`src/rtl/regfile_mp_pkg.sv`:
```
// Shared types and default sizing for the CGRA PE multi-port register file.
// Defaults mirror the PE build: 8-bit phit, 2 SIMD lanes, 12 entries.
package cgra_rf_pkg;

  localparam int phit_size    = 8;
  localparam int SIMD_degree  = 2;
  localparam int depth_RF     = 12;
  localparam int dwidth_RFadd = 4;

  typedef struct packed {
    logic [SIMD_degree-1:0] tlast;
    logic [phit_size-1:0]   data;
  } rf_entry_t;

  typedef enum logic {
    RF_CLEAR,
    RF_IDLE
  } rf_state_e;

endpackage

```
`src/rtl/regfile_mp_if.sv`:
```
// Read/write bus bundle of regfile_mp; the master drives requests and the
// slave (the register file) returns registered read results.
interface regfile_mp_if #(
  parameter int NUM_RD = 2,
  parameter int NUM_WR = 2,
  parameter int AW     = cgra_rf_pkg::dwidth_RFadd,
  parameter int DW     = cgra_rf_pkg::phit_size,
  parameter int LW     = cgra_rf_pkg::SIMD_degree
);

  logic [NUM_WR-1:0]    wr_en;
  logic [NUM_WR*AW-1:0] wr_addr;
  logic [NUM_WR*DW-1:0] wr_data;
  logic [NUM_WR*LW-1:0] wr_tlast;
  logic [NUM_RD-1:0]    rd_en;
  logic [NUM_RD*AW-1:0] rd_addr;
  logic [NUM_RD*DW-1:0] rd_data;
  logic [NUM_RD*LW-1:0] rd_tlast;
  logic [NUM_RD-1:0]    rd_valid;

  modport master (
    output wr_en, wr_addr, wr_data, wr_tlast, rd_en, rd_addr,
    input  rd_data, rd_tlast, rd_valid
  );

  modport slave (
    input  wr_en, wr_addr, wr_data, wr_tlast, rd_en, rd_addr,
    output rd_data, rd_tlast, rd_valid
  );

endinterface

```
`src/rtl/regfile_mp_clear_seq.sv`:
```
// Clear sequencer: walks ptr over every entry after reset or a clr pulse,
// emitting one zeroing write per cycle while busy.
module rf_clear_seq
  import cgra_rf_pkg::*;
#(
  parameter int DEPTH = depth_RF,
  parameter int AW    = dwidth_RFadd
) (
  input  logic          clk,
  input  logic          rst_n,
  input  logic          clr_i,
  output logic          busy_o,
  output logic          clearWe_o,
  output logic [AW-1:0] clearAddr_o
);

  localparam logic [AW-1:0] LAST = AW'(DEPTH - 1);

  rf_state_e     state_q, state_d;
  logic [AW-1:0] ptr_q, ptr_d;

  always_comb begin
    state_d = state_q;
    ptr_d   = ptr_q;
    if (clr_i) begin
      state_d = RF_CLEAR;
      ptr_d   = '0;
    end else if (state_q == RF_CLEAR) begin
      if (ptr_q == LAST) begin
        state_d = RF_IDLE;
        ptr_d   = '0;
      end else begin
        ptr_d = ptr_q + AW'(1);
      end
    end
  end

  always_ff @(posedge clk) begin
    if (!rst_n) begin
      state_q <= RF_CLEAR;
      ptr_q   <= '0;
    end else begin
      state_q <= state_d;
      ptr_q   <= ptr_d;
    end
  end

  // busy also covers the reset window itself, before the first clear edge
  assign busy_o      = !rst_n || (state_q == RF_CLEAR);
  assign clearWe_o   = rst_n && (state_q == RF_CLEAR);
  assign clearAddr_o = ptr_q;

endmodule

```
`src/rtl/regfile_mp.sv`:
```
// Multi-port PE register file with valid scoreboard and hardware clear.
// Define REGFILE_BYPASS_EN to forward same-edge writes to colliding reads.
module regfile_mp
  import cgra_rf_pkg::*;
#(
  parameter int NUM_RD = 2,
  parameter int NUM_WR = 2,
  parameter int DEPTH  = depth_RF,
  parameter int AW     = dwidth_RFadd,
  parameter int DW     = phit_size,
  parameter int LW     = SIMD_degree
) (
  input  logic        clk,
  input  logic        rst_n,
  input  logic        clr,
  output logic        busy,
  regfile_mp_if.slave bus
);

  localparam int EW = LW + DW;
  localparam logic [AW:0] DEPTH_W = (AW + 1)'(DEPTH);

  logic [EW-1:0]     mem_q [DEPTH];
  logic [DEPTH-1:0]  valid_q;
  logic [EW-1:0]     rdEntry_q [NUM_RD];
  logic [EW-1:0]     rdEntry_d [NUM_RD];
  logic [NUM_RD-1:0] rdValid_q, rdValid_d;
  logic [AW-1:0]     rdAddr [NUM_RD];
  logic [AW-1:0]     wrAddr [NUM_WR];
  logic [EW-1:0]     wrEntry [NUM_WR];
  logic [NUM_WR-1:0] wrOk;
  logic              clearWe;
  logic [AW-1:0]     clearAddr;

  function automatic logic inRange(input logic [AW-1:0] a);
    return {1'b0, a} < DEPTH_W;
  endfunction

  rf_clear_seq #(.DEPTH(DEPTH), .AW(AW)) uClearSeq (
    .clk        (clk),
    .rst_n      (rst_n),
    .clr_i      (clr),
    .busy_o     (busy),
    .clearWe_o  (clearWe),
    .clearAddr_o(clearAddr)
  );

  for (genvar p = 0; p < NUM_RD; p++) begin : gRdPort
    assign rdAddr[p]                   = bus.rd_addr[p*AW +: AW];
    assign bus.rd_data[p*DW +: DW]     = rdEntry_q[p][DW-1:0];
    assign bus.rd_tlast[p*LW +: LW]    = rdEntry_q[p][EW-1:DW];
  end
  assign bus.rd_valid = rdValid_q;

  // writes are dropped during clear, on a clr edge and when out of range
  for (genvar w = 0; w < NUM_WR; w++) begin : gWrPort
    assign wrAddr[w]  = bus.wr_addr[w*AW +: AW];
    assign wrEntry[w] = {bus.wr_tlast[w*LW +: LW], bus.wr_data[w*DW +: DW]};
    assign wrOk[w]    = rst_n && !clearWe && !clr && bus.wr_en[w] && inRange(wrAddr[w]);
  end

  always_comb begin
    for (int p = 0; p < NUM_RD; p++) begin
      rdEntry_d[p] = rdEntry_q[p];
      rdValid_d[p] = rdValid_q[p];
      if (bus.rd_en[p]) begin
        rdEntry_d[p] = '0;
        rdValid_d[p] = 1'b0;
        if (!clearWe && inRange(rdAddr[p])) begin
          rdEntry_d[p] = mem_q[rdAddr[p]];
          rdValid_d[p] = valid_q[rdAddr[p]];
`ifdef REGFILE_BYPASS_EN
          // ascending scan so the highest-index writer is forwarded
          for (int w = 0; w < NUM_WR; w++) begin
            if (wrOk[w] && (wrAddr[w] == rdAddr[p])) begin
              rdEntry_d[p] = wrEntry[w];
              rdValid_d[p] = 1'b1;
            end
          end
`endif
        end
      end
    end
  end

  always_ff @(posedge clk) begin
    if (!rst_n) begin
      valid_q   <= '0;
      rdValid_q <= '0;
      for (int p = 0; p < NUM_RD; p++) rdEntry_q[p] <= '0;
    end else begin
      rdValid_q <= rdValid_d;
      for (int p = 0; p < NUM_RD; p++) rdEntry_q[p] <= rdEntry_d[p];
      if (clr) begin
        valid_q <= '0;
      end else begin
        for (int w = 0; w < NUM_WR; w++) begin
          if (wrOk[w]) valid_q[wrAddr[w]] <= 1'b1;
        end
      end
    end
  end

  // array is zeroed by the sequencer, so it carries no reset; later ports win
  always_ff @(posedge clk) begin
    if (clearWe) mem_q[clearAddr] <= '0;
    for (int w = 0; w < NUM_WR; w++) begin
      if (wrOk[w]) mem_q[wrAddr[w]] <= wrEntry[w];
    end
  end

endmodule

```
`src/flat_wrapper.sv`:
```
// flat-port wrapper written by rule: the top's interface ports become plain ports
module regfile_mp_flat import cgra_rf_pkg::*;
#(
  parameter int NUM_RD = 2,
  parameter int NUM_WR = 2,
  parameter int DEPTH  = depth_RF,
  parameter int AW     = dwidth_RFadd,
  parameter int DW     = phit_size,
  parameter int LW     = SIMD_degree
)
  (clk, rst_n, clr, busy, bus_wr_en, bus_wr_addr, bus_wr_data, bus_wr_tlast, bus_rd_en, bus_rd_addr, bus_rd_data, bus_rd_tlast, bus_rd_valid);
  regfile_mp_if #(.NUM_RD(NUM_RD), .NUM_WR(NUM_WR), .AW(AW), .DW(DW), .LW(LW)) bus_i ();
  input  logic clk;
  input  logic rst_n;
  input  logic clr;
  output logic busy;
  input wire logic [$bits(bus_i.wr_en)-1:0] bus_wr_en;
  input wire logic [$bits(bus_i.wr_addr)-1:0] bus_wr_addr;
  input wire logic [$bits(bus_i.wr_data)-1:0] bus_wr_data;
  input wire logic [$bits(bus_i.wr_tlast)-1:0] bus_wr_tlast;
  input wire logic [$bits(bus_i.rd_en)-1:0] bus_rd_en;
  input wire logic [$bits(bus_i.rd_addr)-1:0] bus_rd_addr;
  output wire logic [$bits(bus_i.rd_data)-1:0] bus_rd_data;
  output wire logic [$bits(bus_i.rd_tlast)-1:0] bus_rd_tlast;
  output wire logic [$bits(bus_i.rd_valid)-1:0] bus_rd_valid;
  assign bus_i.wr_en = bus_wr_en;
  assign bus_i.wr_addr = bus_wr_addr;
  assign bus_i.wr_data = bus_wr_data;
  assign bus_i.wr_tlast = bus_wr_tlast;
  assign bus_i.rd_en = bus_rd_en;
  assign bus_i.rd_addr = bus_rd_addr;
  assign bus_rd_data = bus_i.rd_data;
  assign bus_rd_tlast = bus_i.rd_tlast;
  assign bus_rd_valid = bus_i.rd_valid;
  regfile_mp #(.NUM_RD(NUM_RD), .NUM_WR(NUM_WR), .DEPTH(DEPTH), .AW(AW), .DW(DW), .LW(LW)) u_core (.clk(clk), .rst_n(rst_n), .clr(clr), .busy(busy), .bus(bus_i));
endmodule
```
`config.mk`:
```
export PLATFORM = sky130hd
export DESIGN_NAME = regfile_mp_flat
export DESIGN_NICKNAME = d
export VERILOG_FILES = /design/src/rtl/regfile_mp_pkg.sv /design/src/rtl/regfile_mp_if.sv /design/src/rtl/regfile_mp_clear_seq.sv /design/src/rtl/regfile_mp.sv /design/src/flat_wrapper.sv
export SDC_FILE = /design/constraint.sdc
export NUM_CORES = 1
export LEC_CHECK = 0
export CAP_MARGIN = 20
export CORE_ASPECT_RATIO = 0.5
export CORE_MARGIN = 4
export CORE_UTILIZATION = 50
export DETAILED_ROUTE_END_ITERATION = 12
export PLACE_DENSITY = 0.68
export SLEW_MARGIN = 20
export SYNTH_ARGS = -nofsm -noshare
export SYNTH_HDL_FRONTEND = slang
export SYNTH_SLANG_ARGS = --single-unit
```
`constraint.sdc`:
```
create_clock -name clk -period 4.9 [get_ports clk]
set_input_delay 0.98 -clock clk [delete_from_list [all_inputs] [get_ports clk]]
set_output_delay 0.98 -clock clk [all_outputs]
set_load 0.03 [all_outputs]
```
==> summary.md <==
| Metric | Value |
|---|---|
| First-pass GRT wire length | 38,100 um |
| Crit path required time | 5020 ps |
| Post-Synth XOR/XNOR Area | 0% |
| Achievable Freq | 0.286 GHz |
| Synth warnings | 0 |
| Synth Area in Compound Gates | 15.0% |
| Post-synthesis mux area share | 16.8% |
| Setup TNS | 0 ps |
| Clock net sink count | 159 |
| Clock period minus worst slack | 3500 ps |
| Post-synth EDFFs | 120 |
| Main combinational cell family by area after synthesis | multiplexers |
| Max Cap Violations | 0 |
| Summed instance area of the synthesized netlist | 0.00890 mm2 |
| Number of gates given a new drive strength after cts | 0 |
| Mean number of vias per cell | 6.25 |
| Post-Place Cell Area | 0.00968 mm2 |
| Transition time at the pin with the least slew margin | 1060 ps |
| Total global routing track utilization | 24.9% |
| Row count | 34 |
| Share of the cycle needed by the critical path after routing | 71.3% |
| Total clock buffers created by CTS | 17 |
| Total nets after synthesis | 914 |
| Placeable core region | 0.0174 mm2 |
| Share of post-route cells with drive strength above 1 | 8.87% |
| Total congestion overflow after global routing | 0 |
| Synth top area share | 40.5% |
| Die Wd | 197 um |
| Gp weighted congestion | 0.905 |
| First-pass DRT Iterations | 6 |
| Critical path class | in2reg |
| Setup Viol. Count Final | 0 |
| Die footprint | 0.0201 mm2 |
| I/O Pins | 66 |
| Hold violation count in the final report | 0 |
| Post-DRT Antenna Nets | 0 |
| Most used flip-flop cell after synthesis | edfxtp_1 |
| Height of the chip | 102 um |
| Initial antenna violation count | 0 |
| Number of global-route vias before repair | 6,791 |
| Mean area per synthesized cell | 10.2 um2 |
| Synth top area cells | edfxtp_1, mux2i_1, dfxtp_1 |
| CTS Buffer Depth | 2 |
| CTS tree | yes |
| Flops & latches, synth | 159 |
| Worst IR drop on VDD | 0.299 mV |
| Final design instance area without fill | 0.0103 mm2 |
| Setup repair after global routing missed its margin | no |
| Layout Skew | 12.2 ps |
| Number of port buffers | 65 |
| Cell type contributing the most total cell area after synthesis | edfxtp_1 |
| Hold-fix buffer count after cts | 0 |
| Half-perimeter wire length after placement | 18,400 um |
| Total length of routed wires | 25,300 um |
| Via count | 7,170 |
| CP max FO | 14 |
| Synth Instances | 870 |
| Lkg Pwr | 3.57 nW |
| Average wire per standard cell | 22.1 um |
| Number of nets in the layout | 944 |
| Area added between synthesis and finish | 15.3% |
| Buffer count from post-CTS setup fixing | 0 |
| HP Class | reg2reg |
| Max H-tree Level | 4 |
| Final-report max-slew violation count | 0 |
| Number of distinct library cells after synthesis | 45 |
| Effective utilization at floorplan | 51.1% |
| Final antenna diode count | 0 |
| Residual DRC count | 0 |
| Adder-cell share of the synthesized area | 0.141% |
| Clock tree root driver cell | clkbuf_16 |
| Post-CTS clock slew at the launch and capture registers of the worst setup and hold paths | 70 ps |
| Violation count after the first detailed-route iteration | 808 |
| Sequential element share of the synthesized area | 49.3% |
| FFs w/ async S/R, synth | 0% |
| Worst-skew pair later-pin latency | 430 ps |
| Largest net degree at the start of global routing | 66 |
| Worst path arrival time | 3610 ps |
| Worst max-slew margin expressed relative to the limit | 29.2% |
| Result of the run | finished, final reports clean |
| Share of synthesized cell area in and, or, nand and nor gates | 13.2% |
| Crit path launch type | primary input |
| Power Density | 292 mW/mm2 |
| Kind of end point of the critical path | flip-flop |
[layout by cell type (no fill, tap or decap), drive strengths merged, types with 3 or more instances in the layout]
master	netlist	final
nor3	12	12
mux2i	134	134
a31oi	3	3
clkbuf	26	20
o22ai	24	24
edfxtp	120	120
o21bai	11	11
o21ai	117	117
dfxtp	39	39
nand2b	13	13
a32o	20	20
buf	55	29
or4	19	19
nor4	4	4
clkinvlp	0	4
mux4	5	5
o31a	11	11
nor2b	6	6
nand3	3	3
clkdlybuf4s50	0	63
inv	15	18
nand2	131	131
nor2	56	56
a21oi	6	6
mux2	4	4
a22oi	19	19
clkinv	1	4
[worst max-delay path: stages]
cell,delay [ps]
clkdlybuf4s50_1,670
nand4b_1,350
a21oi_2,750
mux2_2,470
o21bai_1,150
buf_4,230
[path summary, 6_finish.rpt]
kind | endpoint | slack (ps) | depth (start not counted) | from
min | u_core.rdEntry_q[0][19]$_SDFFE_PN0P_ | 460 | 2 | u_core.rdEntry_q[0][19]$_SDFFE_PN0P_
max reg2reg | u_core.mem_q[1][2]$_DFFE_PP_ | 2040 | 5 | u_core.uClearSeq.state_q$_SDFF_PP0_
min reg2reg | u_core.rdEntry_q[0][19]$_SDFFE_PN0P_ | 460 | 2 | u_core.rdEntry_q[0][19]$_SDFFE_PN0P_
max | u_core.mem_q[1][2]$_DFFE_PP_ | 1400 | 6 | rst_n
[state kept, by name, indices dropped and copies added, names as in the netlist]
| name | count |
|---|---|
| u_core.rdEntry_q | 20 |
| u_core.uClearSeq.state_q | 1 |
| u_core.uClearSeq.clearAddr_o | 4 |
| u_core.bus.rd_valid | 2 |
| u_core.mem_q | 120 |
| u_core.valid_q | 12 |
[where the power goes]
| group | leakage, nW | total [mW] | internal, mW | switching (mW) |
|---|---|---|---|---|
| logic | 2.09 | 0.225 | 0.0877 | 0.138 |
| clock network | 0.267 | 1.32 | 0.755 | 0.566 |
| registers | 1.21 | 1.45 | 1.44 | 0.00634 |
[metal layers]
metal | vias up | global-route usage (%) | routed length (um)
li1 | 3293 | - | -
met1 | 3492 | 33.0 | 10900
met2 | 342 | 42.3 | 11800
met3 | 43 | 5.60 | 2150
met4 | 0 | 6.39 | 413
met5 | - | 0 | 0
[kinds of logic (layout without fill, tap and decap cells)]
logic type,after synthesis,after routing
muxes,143,143
AOI/OAI and AO/OA,214,214
and+or+nand+nor,256,256
buffers and inverters,97,140
DFF,159,159
adders and majority gates,1,1
[Yosys cell counts (all sizes together) (13+ instances only)]
cell	instances
nand2	131
o22ai	24
nand2b	13
a32o	20
inv	15
o21ai	117
mux2i	134
a22oi	19
clkbuf	26
dfxtp	39
nor2	56
edfxtp	120
or4	19
buf	55
[stage by stage]
stage | hold WS [ps] | std cells | utilization [%] | setup WS, ps | power (mW)
detailed placement | 460 | 1115 | 55.6 | 1020 | 1.70
global route | 493 | 1147 | 59.0 | 1250 | 3.05
CTS | 469 | 1147 | 58.9 | 1470 | 2.99
global placement | 454 | 1115 | 55.6 | 1070 | 1.69
finish | 464 | 1147 | 59.0 | 1400 | 2.99
floorplan | 446 | 870 | - | 1910 | 1.61
[layout make-up]
type | instances | area (um2)
well taps | 234 | 293
flip-flops and latches | 159 | 4380
clock buffers | 20 | 437
repair buffers | 92 | 850
inverters | 16 | 60.1
clock inverters | 12 | 136
multi-input cells | 614 | 4100
fillers | 1436 | 7140
Note: power is estimated with default switching activity, not from simulation.
